--- src/rtl/program_loader.sv ---
`default_nettype none
// ============================================================================
// Module      : program_loader
// Description : Receives a program image as a UART byte stream and writes it
//               into instruction memory. After a start pulse the loader takes
//               a 4-byte big-endian word count N, then N big-endian 32-bit
//               words, emitting one write pulse per completed word.
//               Optional feature macro: LOADER_CHECKSUM_EN. When defined, a
//               running XOR of all header and data bytes is compared with one
//               trailing checksum byte before the session is declared done.
// Ports       : clk        rising-edge clock
//               rstn       asynchronous active-low reset
//               start      one-cycle pulse, begins a load session
//               rx_data    received byte
//               rx_valid   one-cycle strobe qualifying rx_data / rx_ferr
//               rx_ferr    framing error for the current byte
//               we         one-cycle write pulse per assembled word
//               waddr      word address of the write (held between writes)
//               wdata      word of the write (held between writes)
//               busy       session in progress
//               load_done  session completed successfully (level)
//               load_err   session aborted (level)
// Revision    : 1.0  initial release
// ============================================================================
module program_loader #(
   parameter int INST_SIZE = 10
) (
   input  logic                 clk,
   input  logic                 rstn,
   input  logic                 start,
   input  logic [7:0]           rx_data,
   input  logic                 rx_valid,
   input  logic                 rx_ferr,
   output logic                 we,
   output logic [INST_SIZE-1:0] waddr,
   output logic [31:0]          wdata,
   output logic                 busy,
   output logic                 load_done,
   output logic                 load_err
);

   typedef enum logic [2:0] {
      S_IDLE = 3'd0,
      S_LEN  = 3'd1,
      S_DATA = 3'd2,
`ifdef LOADER_CHECKSUM_EN
      S_CHK  = 3'd3,
`endif
      S_DONE = 3'd4,
      S_ERR  = 3'd5
   } state_t;

   // Memory capacity in words; a header larger than this cannot be stored.
   localparam logic [32:0] c_capacity = 33'd1 << INST_SIZE;

   // State reached once the payload is complete (or the header is zero).
`ifdef LOADER_CHECKSUM_EN
   localparam state_t c_tail_state = S_CHK;
`else
   localparam state_t c_tail_state = S_DONE;
`endif

   state_t               state_q, state_d;
   logic [1:0]           byte_cnt_q, byte_cnt_d;
   logic [23:0]          shift_q, shift_d;     // previous up to 3 bytes
   logic [INST_SIZE-1:0] widx_q, widx_d;
   logic [INST_SIZE-1:0] last_q, last_d;       // index of final word, N-1
   logic                 we_q, we_d;
   logic [INST_SIZE-1:0] waddr_q, waddr_d;
   logic [31:0]          wdata_q, wdata_d;
`ifdef LOADER_CHECKSUM_EN
   logic [7:0]           csum_q, csum_d;
`endif

   logic        w_byte;
   logic        w_ferr;
   logic [31:0] w_word;

   assign w_byte = rx_valid & ~rx_ferr;
   assign w_ferr = rx_valid &  rx_ferr;
   // Word formed if the current byte is the fourth of a group.
   assign w_word = {shift_q, rx_data};

   always_ff @(posedge clk or negedge rstn) begin
      if (!rstn) begin
         state_q    <= S_IDLE;
         byte_cnt_q <= 2'd0;
         shift_q    <= 24'd0;
         widx_q     <= '0;
         last_q     <= '0;
         we_q       <= 1'b0;
         waddr_q    <= '0;
         wdata_q    <= 32'd0;
`ifdef LOADER_CHECKSUM_EN
         csum_q     <= 8'd0;
`endif
      end else begin
         state_q    <= state_d;
         byte_cnt_q <= byte_cnt_d;
         shift_q    <= shift_d;
         widx_q     <= widx_d;
         last_q     <= last_d;
         we_q       <= we_d;
         waddr_q    <= waddr_d;
         wdata_q    <= wdata_d;
`ifdef LOADER_CHECKSUM_EN
         csum_q     <= csum_d;
`endif
      end
   end

   always_comb begin
      state_d    = state_q;
      byte_cnt_d = byte_cnt_q;
      shift_d    = shift_q;
      widx_d     = widx_q;
      last_d     = last_q;
      we_d       = 1'b0;
      waddr_d    = waddr_q;
      wdata_d    = wdata_q;
`ifdef LOADER_CHECKSUM_EN
      csum_d     = csum_q;
`endif

      case (state_q)
         S_IDLE, S_DONE, S_ERR: begin
            // Any byte arriving alongside start is dropped here by design.
            if (start) begin
               state_d    = S_LEN;
               byte_cnt_d = 2'd0;
               shift_d    = 24'd0;
               widx_d     = '0;
`ifdef LOADER_CHECKSUM_EN
               csum_d     = 8'd0;
`endif
            end
         end

         S_LEN: begin
            if (w_ferr) begin
               state_d = S_ERR;
            end else if (w_byte) begin
               shift_d    = w_word[23:0];
               byte_cnt_d = byte_cnt_q + 2'd1;
`ifdef LOADER_CHECKSUM_EN
               csum_d     = csum_q ^ rx_data;
`endif
               if (byte_cnt_q == 2'd3) begin
                  if ({1'b0, w_word} > c_capacity) begin
                     state_d = S_ERR;
                  end else if (w_word == 32'd0) begin
                     state_d = c_tail_state;
                  end else begin
                     state_d = S_DATA;
                     // N <= capacity, so N-1 always fits the index width.
                     last_d  = INST_SIZE'(w_word - 32'd1);
                  end
               end
            end
         end

         S_DATA: begin
            if (w_ferr) begin
               state_d = S_ERR;
            end else if (w_byte) begin
               shift_d    = w_word[23:0];
               byte_cnt_d = byte_cnt_q + 2'd1;
`ifdef LOADER_CHECKSUM_EN
               csum_d     = csum_q ^ rx_data;
`endif
               if (byte_cnt_q == 2'd3) begin
                  we_d    = 1'b1;
                  waddr_d = widx_q;
                  wdata_d = w_word;
                  widx_d  = widx_q + 1'b1;
                  // Leaving DATA on the same edge as the final write makes
                  // load_done rise together with that last we pulse.
                  if (widx_q == last_q) begin
                     state_d = c_tail_state;
                  end
               end
            end
         end

`ifdef LOADER_CHECKSUM_EN
         S_CHK: begin
            if (w_ferr) begin
               state_d = S_ERR;
            end else if (w_byte) begin
               state_d = (rx_data == csum_q) ? S_DONE : S_ERR;
            end
         end
`endif

         default: begin
            state_d = S_IDLE;
         end
      endcase
   end

   assign we        = we_q;
   assign waddr     = waddr_q;
   assign wdata     = wdata_q;
   assign load_done = (state_q == S_DONE);
   assign load_err  = (state_q == S_ERR);
`ifdef LOADER_CHECKSUM_EN
   assign busy      = (state_q == S_LEN) || (state_q == S_DATA) || (state_q == S_CHK);
`else
   assign busy      = (state_q == S_LEN) || (state_q == S_DATA);
`endif

endmodule
`default_nettype wire

--- config.mk ---
export PLATFORM = sky130hd
export DESIGN_NAME = program_loader
export DESIGN_NICKNAME = d
export VERILOG_FILES = /design/src/rtl/program_loader.sv
export SDC_FILE = /design/constraint.sdc
export NUM_CORES = 1
export LEC_CHECK = 0
export CAP_MARGIN = 40
export CORE_MARGIN = 3
export CORE_UTILIZATION = 45
export DETAILED_ROUTE_END_ITERATION = 16
export HOLD_SLACK_MARGIN = 0.02
export PLACE_DENSITY = 0.71
export SETUP_SLACK_MARGIN = 0.3
export SLEW_MARGIN = 20
export SYNTH_ARGS = -nofsm -noshare
export SYNTH_HDL_FRONTEND = slang
export SYNTH_SLANG_ARGS = --single-unit
--- constraint.sdc ---
create_clock -name clk -period 1.8 [get_ports clk]
set_input_delay 0.45 -clock clk [delete_from_list [all_inputs] [get_ports clk]]
set_output_delay 0.45 -clock clk [all_outputs]
set_load 0.05 [all_outputs]
==> impl_metrics.tcl <==
set metrics [dict create \
    cts_root_buf "clkbuf_8" \
    crit_required_ps 2050 \
    worst_pin_slew_ps 481 \
    hold_start "rx_data[4]" \
    initial_core_util_pct 46.7 \
    dr.pass1.iters 5 \
    seq_area_frac_synth_pct 56.3 \
    synth-edff-count 0 \
    slew_headroom_pct 67.8 \
    cts_tree "done" \
    htreeDepth 3 \
    grt_use_total_pct 28.6 \
    p_clk_share_pct 21.1 \
    ys_seq_elements 92 \
    viasPerCell 6.01 \
    die_h_um 101 \
    fin_skew_ps 17.3 \
    fin_ws_ps -417 \
    die_area_sq_um 10300 \
    p_switching_uw 3060 \
    place_congestion 0.922 \
    p_seq_share_pct 33.0 \
    critPathLaunch "shift_q[18]" \
    period_needed_ps 2220 \
    p_int_uw 5130 \
    vdd_ir_drop_max_mv 0.648 \
    final_antenna_net_count 0 \
    finalMaxSlewViolations 0 \
    drcViolationCount 0 \
    drive_above_1_share_pct 60.8 \
    combPwrFrac_pct 45.9 \
    violations "setup timing" \
    vias 3899 \
    cp.arrival_ps 2470 \
    fin_cells 649 \
    cp-start-kind "flop" \
    nNetsFinal 553 \
    postSynthAreaPerCell_sq_um 11.5 \
    post-dp-hpwl_um 6680 \
    diodes 0 \
    setup_viol 77 \
    swShare_pct 37.4 \
    grt_remaining_overflow 0 \
    final_util_pct 80.4 \
    syn-num-nets 374 \
    fin_crit_sh_pct 123 \
    endpoint_kind "flop" \
    grt_max_degree 37 \
    area_growth_pct 72.2 \
    die-width_um 101 \
    synth.distinct_cells 37 \
    routed_wl_um 16200 \
    cts_inserted_buffers 9 \
    power.leakage_uw 0.00350 \
    path_clk_slew_ps 100 \
    max_freq_mhz 451 \
    ys_warn_count 0 \
    min_path_type "input port to flop" \
    r2r-start "shift_q[18]" \
    grt_pass1_wl_um 22300 \
    ios 59 \
    wl_per_cell_um 24.9 \
    clockBufferDepth 2 \
    powerDensity_nw_per_um2 1160 \
    grt_pass1_vias 3996 \
    fillers 417 \
    drv_cap 0 \
    rsz0062_at_grt "true" \
    num_rows 34 \
    status "finished, violations left" \
    clkLatencyLatePin_ps 370 \
    drt-initial-drc-count 405 \
    synth_area_sq_um 4090 \
    slowest_stage "a211oi_2" \
    crit_path_max_fanout 5 \
    critPathKind "flop to flop" \
    place_inst 569 \
    path_cells "nor4_2 > nand4_1 > a211oi_2 > nand4_4 > buf_6 > mux2_4" \
    ys.flop_type "dfrtp_1" \
    syn_inst 357 \
    core_area_sq_um 8760 \
    cts.sinks 92 \
    port_buffers 58 \
    hold_violations 0 \
    antenna_found_initial 0 \
    cp_slowest_stage_delay_ps 430 \
    async_flop_share_pct 100 \
]
-- metal layers --
| metal | routed length [um] | GRT usage, % | up-vias |
|---|---|---|---|
| met5 | 0 | 0 | - |
| met4 | 716 | 11.6 | 0 |
| met3 | 1330 | 6.61 | 70 |
| met2 | 7840 | 44.9 | 264 |
| met1 | 6270 | 38.5 | 1963 |
| li1 | - | - | 1602 |
-- cell families (layout without fill, tap and decap cells) --
group / after synthesis / after routing / synth area share (%)
DFF: 92 / 92 / 56.3
adders and majority gates: 4 / 4 / 1.22
and+or+nand+nor: 114 / 114 / 13.5
muxes: 54 / 54 / 14.8
buffers and inverters: 24 / 208 / 2.45
xor gates and xnor gates: 26 / 26 / 5.57
AOI/OAI and AO/OA: 43 / 43 / 6.18
-- critical path: cells and delay by family, from the launching register on --
kind,cells,cell delay [ps]
AOI/OAI and AO/OA,1,430
buffers and inverters,1,170
DFF,1,420
muxes,1,300
and+or+nand+nor,3,770
-- synthesized netlist by cell type, types with 7 or more instances --
cell type  count  area, sq um
nor3_1         9         45.0
xor2_1         9         78.8
buf_2          8         40.0
mux2_2        52          586
clkbuf_1       9         33.8
o21ai_0       29          145
xnor2_1       17          149
nand4_1        8         50.1
nor2_1        14         52.6
inv_1          7         26.3
nand2_1       59          221
dfrtp_1       92         2300
-- layout by cell type, fill, tap and decap left out, drive strengths merged, types with 2 or more instances in the layout --
| master | count |
|---|---|
| nor2 | 14 |
| nor3b | 2 |
| nand2 | 59 |
| o21ai | 29 |
| a211oi | 2 |
| nand2b | 3 |
| mux2 | 52 |
| nand4 | 9 |
| or3 | 3 |
| nor3 | 9 |
| dfrtp | 92 |
| xnor2 | 17 |
| a31oi | 2 |
| a21oi | 3 |
| mux2i | 2 |
| ha | 4 |
| dlygate4sd2 | 5 |
| and3 | 3 |
| clkbuf | 11 |
| nor4 | 5 |
| inv | 8 |
| buf | 175 |
| nand3 | 2 |
| and3b | 2 |
| xor2 | 9 |
| bufinv | 3 |
| clkdlybuf4s50 | 2 |
-- final cells by class --
| cell class | count | area (sq um) | share of cell area (%) |
|---|---|---|---|
| clock buffers | 10 | 128 | 1.81 |
| flip-flops and latches | 92 | 2310 | 32.7 |
| multi-input cells | 241 | 2370 | 33.7 |
| clock inverters | 6 | 111 | 1.58 |
| well taps | 108 | 135 | 1.92 |
| inverters | 7 | 26.3 | 0.373 |
| repair buffers | 185 | 1960 | 27.9 |
-- stage by stage --
stage / setup WS, ps / hold WS (ps) / total power (uW) / setup TNS (ps) / instance area [sq um]
after global routing: -489 / 499 / 8450 / -10020 / 7040
after global placement: -641 / 403 / 4440 / -18050 / 5310
final: -417 / 493 / 8200 / -8030 / 7040
after detailed placement: -721 / 409 / 4500 / -18360 / 5310
after CTS: -165 / 483 / 7200 / -1610 / 6620
after floorplan: -64.5 / 154 / 3660 / -394 / 4350
-- state kept, by name, summed over array words and instances, names as in the netlist --
name / cells
waddr: 10
we: 1
shift_q: 24
last_q: 10
wdata: 32
state_q: 3
byte_cnt_q: 2
widx_q: 10
-- worst paths after layout --
| kind | endpoint | cells after the start | slack [ps] |
|---|---|---|---|
| min reg2reg | wdata[4] | 1 | 520 |
| min in group asynchronous | shift_q[19] | 2 | 550 |
| max reg2reg | last_q[0] | 6 | -420 |
| min | wdata[4] | 3 | 490 |
| max | last_q[0] | 6 | -420 |
| max in group asynchronous | state_q[0] | 3 | 670 |
-- timing repair --
item | 4_1_cts | 5_1_grt
gates cloned | 12 | 1
setup buffers | 41 | 9
endpoints found under the hold margin | 18 | 0
hold buffers | 1 | 0
setup endpoints to repair | 91 | 94
resized for setup | 147 | 75
pin swaps | 42 | 32
-- power groups by stage --
stage          clock, uW  sequential (uW)  combinational (uW)
3_5_place_dp           0             2640                1860
5_1_grt             1820             2720                3910
2_1_floorplan          0             2630                1030
6_report            1730             2710                3770
3_3_place_gp           0             2620                1820
4_1_cts             1680             2610                2910
Note: power is estimated with default switching activity, not from simulation.
